File: config.mk
export PLATFORM = sky130hd
export DESIGN_NAME = pipeline_control
export DESIGN_NICKNAME = d
export VERILOG_FILES = /design/src/rtl/pipeline_control.sv
export SDC_FILE = /design/constraint.sdc
export NUM_CORES = 1
export LEC_CHECK = 0
export BUFFER_PORTS_ARGS = -buffer_cell sky130_fd_sc_hd__buf_2
export CAP_MARGIN = 30
export CORE_ASPECT_RATIO = 1.1
export CORE_MARGIN = 10
export CORE_UTILIZATION = 44
export CTS_CLUSTER_SIZE = 24
export DETAILED_ROUTE_END_ITERATION = 16
export GPL_TIMING_DRIVEN = 0
export PLACE_DENSITY = 0.74
export SYNTH_ARGS = -nofsm -noshare
export SYNTH_HDL_FRONTEND = slang
export SYNTH_SLANG_ARGS = --single-unit
File: constraint.sdc
create_clock -name clk -period 2.66 [get_ports clk]
set_clock_uncertainty 0.15 [all_clocks]
set_input_delay 0.266 -clock clk [delete_from_list [all_inputs] [get_ports clk]]
set_output_delay 0.266 -clock clk [all_outputs]
set_load 0.05 [all_outputs]
File: src/rtl/pipeline_control.sv
// Pipeline stage-register load/flush control with stall, redirect and load-use
// handling, plus saturating performance counters.
module pipeline_control (
  input  logic        clk,
  input  logic        reset,
  input  logic        imem_read,
  input  logic        imem_resp,
  input  logic        dmem_req,
  input  logic        dmem_resp,
  input  logic        hazard_load_use,
  input  logic        branch_taken,
  input  logic        perf_clear,
  output logic        load_pc,
  output logic        load_if_id,
  output logic        load_id_ex,
  output logic        load_ex_mem,
  output logic        load_mem_wb,
  output logic        flush_if_id,
  output logic        flush_id_ex,
  output logic        flush_ex_mem,
  output logic        flush_mem_wb,
  output logic [15:0] cnt_stall_i,
  output logic [15:0] cnt_stall_d,
  output logic [15:0] cnt_bubble,
  output logic [15:0] cnt_flush
);

  localparam logic [1:0] RUN       = 2'd0;
  localparam logic [1:0] LU_BUBBLE = 2'd1;
  localparam logic [1:0] IMISS     = 2'd2;
  localparam logic [1:0] DMISS     = 2'd3;

  logic [1:0] state, state_nxt;
  logic       istall, dstall;
  logic       inc_stall_i, inc_stall_d, inc_bubble, inc_flush;

  assign istall = imem_read & ~imem_resp;
  assign dstall = dmem_req & ~dmem_resp;

  // IMISS/DMISS only record the stall; on release the normal priority applies
  always_comb begin
    load_pc      = 1'b1;
    load_if_id   = 1'b1;
    load_id_ex   = 1'b1;
    load_ex_mem  = 1'b1;
    load_mem_wb  = 1'b1;
    flush_if_id  = 1'b0;
    flush_id_ex  = 1'b0;
    flush_ex_mem = 1'b0;
    flush_mem_wb = 1'b0;
    state_nxt    = RUN;
    inc_stall_i  = 1'b0;
    inc_stall_d  = 1'b0;
    inc_bubble   = 1'b0;
    inc_flush    = 1'b0;
    if (reset) begin
      flush_if_id  = 1'b1;
      flush_id_ex  = 1'b1;
      flush_ex_mem = 1'b1;
      flush_mem_wb = 1'b1;
    end else if (dstall) begin
      load_pc      = 1'b0;
      load_if_id   = 1'b0;
      load_id_ex   = 1'b0;
      load_ex_mem  = 1'b0;
      flush_mem_wb = 1'b1;
      state_nxt    = DMISS;
      inc_stall_d  = 1'b1;
    end else if (istall) begin
      load_pc     = 1'b0;
      load_if_id  = 1'b0;
      inc_stall_i = 1'b1;
      state_nxt   = IMISS;
      if (branch_taken) begin
        // Hold the resolved branch in EX until the fetch returns
        load_id_ex   = 1'b0;
        flush_ex_mem = 1'b1;
      end else begin
        flush_id_ex = 1'b1;
      end
    end else if (branch_taken) begin
      flush_if_id = 1'b1;
      flush_id_ex = 1'b1;
      inc_flush   = 1'b1;
    end else if (hazard_load_use && state != LU_BUBBLE) begin
      load_pc     = 1'b0;
      load_if_id  = 1'b0;
      flush_id_ex = 1'b1;
      state_nxt   = LU_BUBBLE;
      inc_bubble  = 1'b1;
    end
  end

  function automatic logic [15:0] sat_inc(input logic [15:0] v, input logic en);
    return (en && v != 16'hFFFF) ? v + 16'd1 : v;
  endfunction

  always_ff @(posedge clk) begin
    if (reset) begin
      state       <= RUN;
      cnt_stall_i <= '0;
      cnt_stall_d <= '0;
      cnt_bubble  <= '0;
      cnt_flush   <= '0;
    end else begin
      state <= state_nxt;
      if (perf_clear) begin
        cnt_stall_i <= '0;
        cnt_stall_d <= '0;
        cnt_bubble  <= '0;
        cnt_flush   <= '0;
      end else begin
        cnt_stall_i <= sat_inc(cnt_stall_i, inc_stall_i);
        cnt_stall_d <= sat_inc(cnt_stall_d, inc_stall_d);
        cnt_bubble  <= sat_inc(cnt_bubble, inc_bubble);
        cnt_flush   <= sat_inc(cnt_flush, inc_flush);
      end
    end
  end

endmodule

# After elaboration in Yosys (flattened, before gate mapping)
# Index checks and enable logic that the tools add are counted.
[word_totals]
in_bits = 9
register_bits = 66
output_inout_bits = 73
wordCells = 62
[classes]
add_sub_neg = 4
reduce_logical = 6
n_eq_ne = 5
bitwise = 4
mux = 38
[op_table]
columns = ["cell", "n"]
rows = [
  ["adder 16 x 1 -> 16 bit (second input constant)", 4],
  ["inequality test 16 bit (second input constant)", 4],
  ["two-way mux 1 bit", 36],
  ["logical AND 1 bit", 5],
  ["two-way mux 2 bit", 2],
  ["bitwise AND 1 bit", 2],
  ["inequality test 2 x 1 -> 1 bit (second input constant)", 1],
  ["inverter 1 bit", 2],
  ["OR reduction 2 bit", 1],
]

# Depth between registers and ports, before layout
# Gate-level depths: netlist (run 1).
[logic_depth]
ltp_word = 8
ltp_mapped = 7
depth_no_buf = 6

# Worst setup path after synthesis (run 1)
# OpenSTA, ideal clock, no wires.
[synth_timing]
kind = "flip-flop to flip-flop"
start = "register cnt_bubble[0]"
end = "register cnt_bubble[11]"
t_arrival_ns = 2.108
path_slack_ns = 0.287
n_path_buf = 1
setup_time_ns = 0.115
synth_period_minus_slack_ns = 2.373
path_stages_with_launch = 8
required_time_ns = 2.395
cell_sequence = "dfxtp_1 > ha_1 > nand4_1 > nor4_2 > or4b_1 > buf_2 > nor3_1 > o21a_1"
[synth_between]
elab_chain_cells = 2
elab_cells_between_ends = 3
cone_classes = "1 x add/sub; 1 x eq/ne; 1 x reduce/logical"
[synth_rtl]
columns = ["element", "line", "source"]
rows = [
  ["start: declaration", "24", "output logic [15:0] cnt_bubble,"],
  ["start signal: assignment", "115", "cnt_bubble <= sat_inc(cnt_bubble, inc_bubble);"],
  ["parallel branches: the longest is 2 deep, another holds adder 16 x 1 -> 16 bit", "-", ""],
]
# Several ways; the timed one is not identified.
# A chain may end at the register's enable or synchronous reset.

# Final worst setup path (run 1)
[layout_timing]
start = "register cnt_stall_i[0]"
end = "register cnt_stall_i[15]"
[layout_between]
elab_chain_cells = 2
elab_cells_between_ends = 3
cone_classes = "1 x add/sub; 1 x eq/ne; 1 x reduce/logical"
[layout_rtl]
columns = ["element", "line", "source"]
rows = [
  ["start: declaration", "22", "output logic [15:0] cnt_stall_i,"],
  ["start signal: assignment", "113", "cnt_stall_i <= sat_inc(cnt_stall_i, inc_stall_i);"],
  ["parallel branches: the longest is 2 deep, another holds adder 16 x 1 -> 16 bit", "-", ""],
]
# Several ways; the timed one is not identified.

==> results of run 1 <==
registers in the layout (all words and copies together), names as in the netlist:
register / flops
state: 2
cnt_bubble: 16
cnt_stall_i: 16
cnt_stall_d: 16
cnt_flush: 16
layout make-up:
| class | instances | share of cell area (%) |
|---|---|---|
| Sequential cell | 66 | 32.32 |
| Multi-Input combinational cell | 312 | 47.26 |
| Clock inverter | 6 | 2.204 |
| Timing Repair Buffer | 79 | 9.672 |
| Tap cell | 87 | 2.663 |
| Buffer | 15 | 1.775 |
| Clock buffer | 10 | 3.367 |
| Inverter | 8 | 0.7346 |
worst reg2reg max path: cells and delay by family (launching register included):
| kind | cells | cell delay, ns |
|---|---|---|
| AO/OA/AOI/OAI | 1 | 0.73 |
| AND/OR/NAND/NOR | 4 | 0.60 |
| flip-flops | 1 | 0.40 |
| adder cells (fa/ha/maj) | 1 | 0.24 |
path summary, 6_finish.rpt:
path / cells past startpoint / startpoint / slack, ns / endpoint
max: 6 / cnt_stall_i[0]$_SDFFE_PP0P_ / 0.44 / cnt_stall_i[15]$_SDFFE_PP0P_
min: 3 / hazard_load_use / 0.18 / state[0]$_SDFF_PP0_
max reg2reg: 6 / cnt_stall_i[0]$_SDFFE_PP0P_ / 0.44 / cnt_stall_i[15]$_SDFFE_PP0P_
min reg2reg: 2 / cnt_stall_d[15]$_SDFFE_PP0P_ / 0.37 / cnt_stall_d[15]$_SDFFE_PP0P_
per-layer routing:
| metal | vias to the layer above | GRT usage (%) | share of wire [%] |
|---|---|---|---|
| met5 | - | 0 | 0 |
| met2 | 84 | 23.32 | 47 |
| met3 | 11 | 4.886 | 6.6 |
| li1 | 1631 | - | - |
| met1 | 1513 | 18.94 | 45 |
| met4 | 0 | 7.521 | 1.6 |
logic make-up after synthesis:
kind of cell | share of synthesized area (%)
xor+xnor | 10.18
mux | 0.8949
simple gates | 35.50
fa+ha+maj | 1.491
buf+inv | 3.057
compound gates | 9.396
other cells | 0.1117
flops | 39.37
per-stage QoR:
step / hold slack [ns] / power (mW) / worst slack [ns]
2_1_floorplan: 0.3231 / 1.110 / 0.2871
3_3_place_gp: 0.3434 / 1.147 / 0.4690
3_5_place_dp: 0.3548 / 1.149 / 0.4531
4_1_cts: 0.1579 / 2.103 / 0.4471
5_1_grt: 0.1820 / 2.153 / 0.2117
6_report: 0.1800 / 2.085 / 0.4351
power by group through the flow:
stage	clock network [mW]	registers, mW	logic (mW)
2_1_floorplan	0	1.02	0.0897
3_3_place_gp	0	1.02	0.131
3_5_place_dp	0	1.02	0.133
4_1_cts	0.977	0.993	0.133
5_1_grt	1.02	0.993	0.144
6_report	0.960	0.993	0.132
placed cells by master, fill, tap and decap left out, types with 2 or more instances in the layout:
master      Yosys  layout
o211a_1         2       2
ha_1            4       4
a31o_2          2       2
or2_2           6       6
xnor2_1        29      29
nand2b_1        7       7
nand4b_1        3       3
clkbuf_1        7       7
a31oi_1         3       3
nor2_1         55      55
clkbuf_8        0      10
buf_4           2       2
bufinv_16       0       2
o211ai_1        5       5
nor3b_1         4       4
or3_1           8       8
a211oi_1        4       4
nand4_1        21      21
mux2i_1         3       3
clkinvlp_4      0       4
nand3_1        19      19
nor3_1         15      15
nor4b_1         4       4
and4b_1         2       2
and4_1          5       5
a21oi_1        15      15
o21ai_0        11      11
dfxtp_1        66      66
inv_1           8       8
xor2_1         10      10
o21bai_1        2       2
nor4_1         12      12
nand2_1        31      31
buf_1           4       4
o21a_1          2       2
nor4_2          2       2
and3_1          7       7
or4_1           5       5
buf_2           1      80
==> metrics.md, run 1 <==
| Metric | Value |
|---|---|
| Area leader, netlist | dfxtp_1 |
| Clk slew on worst S/H paths | about 0.07 ns |
| EDFF count, synth | 0 |
| Status | complete, no violations |
| Most used cell, CP | nand2_1 |
| Layout Cells excl Fill | ~600 |
| Crit end category | register |
| Final hold viol count | 0 |
| Cell family with the largest share of critical-path delay | compound AO/OA/AOI/OAI gates |
| CTS Hold Bufs | 0 |
| Post-DP Area | 3860 um2 |
| Peak supply drop | around 0.00032 V |
| Share of cells above drive strength 1 | ~23% |
| Fill count | around 700 |
| Wire per inst | ~15 um |
| DP HPWL | approximately 6.6 mm |
| Worst Path Arrival | 2.31 ns |
| Cell variety after synth | a little over 50 |
| CTS resizes | 0 |
| Clock latency on the worst-skew pair | around 0.34 ns |
| Slowest cell on crit path | o311ai_1 |
| Post-synthesis cell count | around 400 |
| CP bufs+invs | 0 |
| Chip height | roughly 110 um |
| H-tree depth | 3 |
| Ys Warns | 0 |
| Psw | roughly 0.51 mW |
| Antenna viol nets, final | 0 |
| Sw Share | 24.27% |
| Grt ovf | 0 |
| Largest net degree at the start of global routing | 13 |
| Setup TNS | 0 ns |
| Largest cells by area after synthesis | dfxtp_1 39%, xnor2_1 7.6%, nor2_1 6.2%, nand4_1 3.9%, nand2_1 3.5% |
| Cell row count | 33 |
| CP Launch Type | register |
| Post-layout util | a little under three fifths |
| DRT Wirelength | 8.646 mm |
| Iter 0 DRT Violations | 160 |
| Pleak | around 1.5 nW |
| Pwr/cell area | about 510 nW/um2 |
| Max-cap violations | 0 |
| First-pass GRT wire length | 14.57 mm |
| Syn Nets | about 410 |
| Synth cell count leaders | 66 x dfxtp_1, 55 x nor2_1, 31 x nand2_1, 29 x xnor2_1, 21 x nand4_1 |
| Sequential fraction of design power | a little under half |
| First-pass iteration count of the detailed router | 4 |
| Cell with the most instances after synthesis | dfxtp_1 |
| Final count of pins violating max slew | 0 |
| Count of input and output buffers | 79 |
| Min-Delay Path Class | input port to register |
| RSZ-0062 raised after global routing | false |
| Core area | around 7400 um2 |
| CTS Buf Count | 9 |
| DRC Markers | 0 |
| Antenna diodes | 0 |
| Share of total power in combinational logic | 6.3% |
| Vias in the first global route | about 3100 |
| Syn_area_per_cell | 8.368 um2 |
| Cells along the critical path | ha_1 > and2_1 > nand2_1 > o311ai_1 > or4_1 > nand2_1 |
| Share of the yosys chip area belonging to registers | 39.37% |
| Ys flop type | dfxtp_1 |
| Final setup violation count | 0 |
| CTS tree | built |
| DIE AREA | around 12000 um2 |
| Crit share post-route | between 80% and 90% |
| Max Root-Sink Buffers | 2 |
| Die width | 103.3 um |
| Share of total power in the clock network | 46.0% |
| Post-CTS Setup Bufs | 0 |
| Post-synth top area share | 39.37% |
| Asr flop ratio synth | 0% |
| Slew @ Worst Pin | between 0.8 and 0.9 ns |
| Area growth from synthesis to layout | 21.81% |
| Initial Utilization | a little under half |
| Clock Sinks | 66 |
| Mapped Area | 3356 um2 |
| Register bit count reported by yosys | 66 |
| Placer Congestion | about 0.84 |
| Via Count | 3239 |
| Total Routing Usage GR | ~15% |
| Critical-path maximum fanout | 7 |
| FF/Latch Area | roughly 1300 um2 |
| Setup CP Type | register to register |
| Root Buffer | clkbuf_8 |
| Vias/cell | about 5.6 |
| Initial antenna violation count | 0 |
| CP peak stage delay | 0.73 ns |
| Top-level I/O count | between 80 and 90 |
| Placed insts | between 500 and 600 |
| Area taken by multi-input logic gates | approximately 1900 um2 |
| Layout Nets | about 500 |
| Relative slew margins | a little over two fifths |
| Design Area, Final | 4088 um2 |
| Worst Path Required | roughly 2.8 ns |
| P_int | ~1.6 mW |
| Final Critical Period | 2.225 ns |
| FMAX | between 0.4 and 0.5 GHz |
(Power assumes the default switching activity.)
==> run 2, diff against run 1 <==
Clock period 2.66 ns to 2.1 ns, I/O delays scaled along.
==> run 2 against run 1 <==
Against the previous run:
- critical path depth increased by 1
- routed wire length increased by 4.3%
- maximum frequency is 7.3% higher
- first-iteration DRC count is 49% lower
- count of clock-buffer cells in the layout unchanged
- power rose by 18%
- worst hold slack worse by 0.066 ns
- die area stayed put
- sequential power increased by 26%
- register-to-register slack got worse by 0.41 ns
- sequential share of layout area up 0.16 points
- flip-flop and latch count did not move
==> metrics.md, run 2 (synthesis gave the netlist of run 1 again) <==
| Metric | Value |
|---|---|
| Antenna viol nets, final | 0 |
| Fill count | just under 700 |
| Relative slew margins | between 50% and 60% |
| Final count of pins violating max slew | 0 |
| Total Routing Usage GR | 15.13% |
| Wire per inst | about 15 um |
| Clock Sinks | between 60 and 70 |
| Top-level I/O count | 82 |
| DRC Markers | 0 |
| First-pass GRT wire length | around 14 mm |
| Peak supply drop | about 0.00028 V |
| Slew @ Worst Pin | between 0.6 and 0.7 ns |
| CP peak stage delay | 0.52 ns |
| Vias in the first global route | 3026 |
| Worst-case reg-to-reg path depth | 7 |
| Layout Cells excl Fill | 584 |
| Largest net degree at the start of global routing | 12 |
| Layout Nets | roughly 510 |
| Cells along the critical path | ha_4 > nand4_1 > nor4_4 > or4b_4 > buf_6 > or3_4 > a21oi_2 |
| Final hold viol count | 0 |
| Min-Delay Path Class | input port to register |
| Via Count | around 3200 |
| Die width | ~100 um |
| Pwr Total | 2.465 mW |
| DIE AREA | about 12000 um2 |
| Core area | approximately 7400 um2 |
| Clock latency on the worst-skew pair | about 0.35 ns |
| Setup CP Type | register to register |
| Placer Congestion | around 0.85 |
| Share of cells above drive strength 1 | about 30% |
| Crit share post-route | 98.75% |
| Chip height | 111.6 um |
| Cell row count | 33 |
| WHS Endpoint | state[0]$_SDFF_PP0_ |
| Area taken by multi-input logic gates | ~2000 um2 |
| CP Launch Type | register |
| First-pass iteration count of the detailed router | 4 |
| Vias/cell | ~5.5 |
| Iter 0 DRT Violations | 81 |
| Reg2reg setup slack | 0.03 ns |
| Slowest cell on crit path | or4b_4 |
| Antenna diodes | 0 |
| Crit end category | register |
| Hold path start | hazard_load_use |
| H-tree depth | 3 |
| Reg2reg end | cnt_bubble[13]$_SDFFE_PP0P_ |
| Initial Utilization | a little under half |
| Worst Hold Depth | 3 |
| Most frequent cells in the layout | 79 x buf_2, 55 x nor2_1, 41 x dfxtp_1 |
| Worst Path Arrival | approximately 2.2 ns |
| Status | complete, no violations |
| Placed insts | approximately 570 |
| GRT met2 Usage | a little under a quarter |
| Final setup violation count | 0 |
| Initial antenna violation count | 0 |
| Post-DP Area | 3920 um2 |
| Grt met1 use | between 10% and 20% |
| Pleak | between 1.5 and 2 nW |
| Count of input and output buffers | 79 |
| Root Buffer | clkbuf_8 |
| Pwr/cell area | a little under 600 nW/um2 |
| Max Root-Sink Buffers | 2 |
| Design Area, Final | between 4000 and 5000 um2 |
| DRT Wirelength | 9.014 mm |
| Worst Path Required | approximately 2.2 ns |
| Grt ovf | 0 |
| Worst setup margin | about 0.026 ns |
| Setup TNS | 0 ns |
| Area growth from synthesis to layout | 24.98% |
| Reg-to-Reg Start | cnt_bubble[0]$_SDFFE_PP0P_ |
| Clk slew on worst S/H paths | around 0.070 ns |
| Grt met3 use | under 10% |
| FF/Latch Area | ~1400 um2 |
| DP Worst Slack | -0.03082 ns |
| Critical-path maximum fanout | 8 |
| Most common cell after layout, fill and taps aside | buf_2 |
| RSZ-0062 raised after global routing | true |
| DP HPWL | 6.581 mm |
| Final Critical Period | ~2.1 ns |
| CTS Buf Count | 9 |
| CTS tree | built |
| Max-cap violations | 0 |
| Grt peak-use layer | met2 |
| FMAX | approximately 0.48 GHz |
## run 2: changes by cell type in the layout (fill, tap and decap cells not counted), moves of 2 or more
cell        change
a21oi_1         -2
a21oi_2         +2
buf_4           +2
clkinvlp_4      -3
nand2b_1        -2
nor4_1          -2
dfxtp_2        +21
nor4_4          +2
dfxtp_1        -25
dfxtp_4         +4
clkinv_2        +4
## run 2: per-stage QoR
step                      hold slack, ns  utilization, %
after detailed placement          0.3367           52.74
after global placement            0.3322           52.74
final                             0.1140           56.43
after CTS                         0.1027           55.44
after global routing              0.1322           56.43
after floorplan                   0.2671               -
## run 2: area by class of cell
class / instances / area share (%)
multi-input combinational: 312 / 48.21
sequential: 66 / 32.49
timing repair buffer: 81 / 9.785
clock buffer: 10 / 3.043
tap: 87 / 2.595
buffer: 14 / 1.790
clock inverter: 6 / 1.372
inverter: 8 / 0.7160
## run 2: worst max path at each step
stage	cells after the start	to	slack, ns	start
final	7	cnt_bubble[13]$_SDFFE_PP0P_	0.03	cnt_bubble[0]$_SDFFE_PP0P_
after global routing	7	cnt_bubble[13]$_SDFFE_PP0P_	-0.05	cnt_bubble[0]$_SDFFE_PP0P_
after global placement	8	cnt_stall_i[14]$_SDFFE_PP0P_	-0.02	imem_resp
after CTS	7	cnt_bubble[15]$_SDFFE_PP0P_	0.01	cnt_bubble[0]$_SDFFE_PP0P_
after detailed placement	8	cnt_stall_i[14]$_SDFFE_PP0P_	-0.03	imem_resp
after floorplan	7	cnt_bubble[11]$_SDFFE_PP0P_	-0.03	cnt_bubble[1]$_SDFFE_PP0P_
## run 2: report_power, final
| part | internal [mW] | leakage (nW) | switching (mW) |
|---|---|---|---|
| sequential | 1.25 | 0.546 | 0.00387 |
| clock | 0.540 | 0.0958 | 0.500 |
| combinational | 0.0467 | 0.959 | 0.124 |
## run 2: per-layer routing
metal  wire [um]  share of wire (%)
met5           0                  0
met1        4160                 46
met2        4158                 46
met3         593                6.6
met4         101                1.1
## run 2: timing repair
action | CTS | global route
buffers inserted | 0 | 2
hold buffers | 0 | 0
pin swaps | 0 | 8
endpoints found under the setup margin | 2 | 19
gates resized for setup | 3 | 11
## run 2: critical path, delay by kind of cell (launching register included)
family	cells	cell delay [ns]
flip-flops	1	0.37
buffers and inverters	1	0.14
AND/OR/NAND/NOR	4	1.05
adder cells (fa/ha/maj)	1	0.17
AO/OA/AOI/OAI	1	0.12
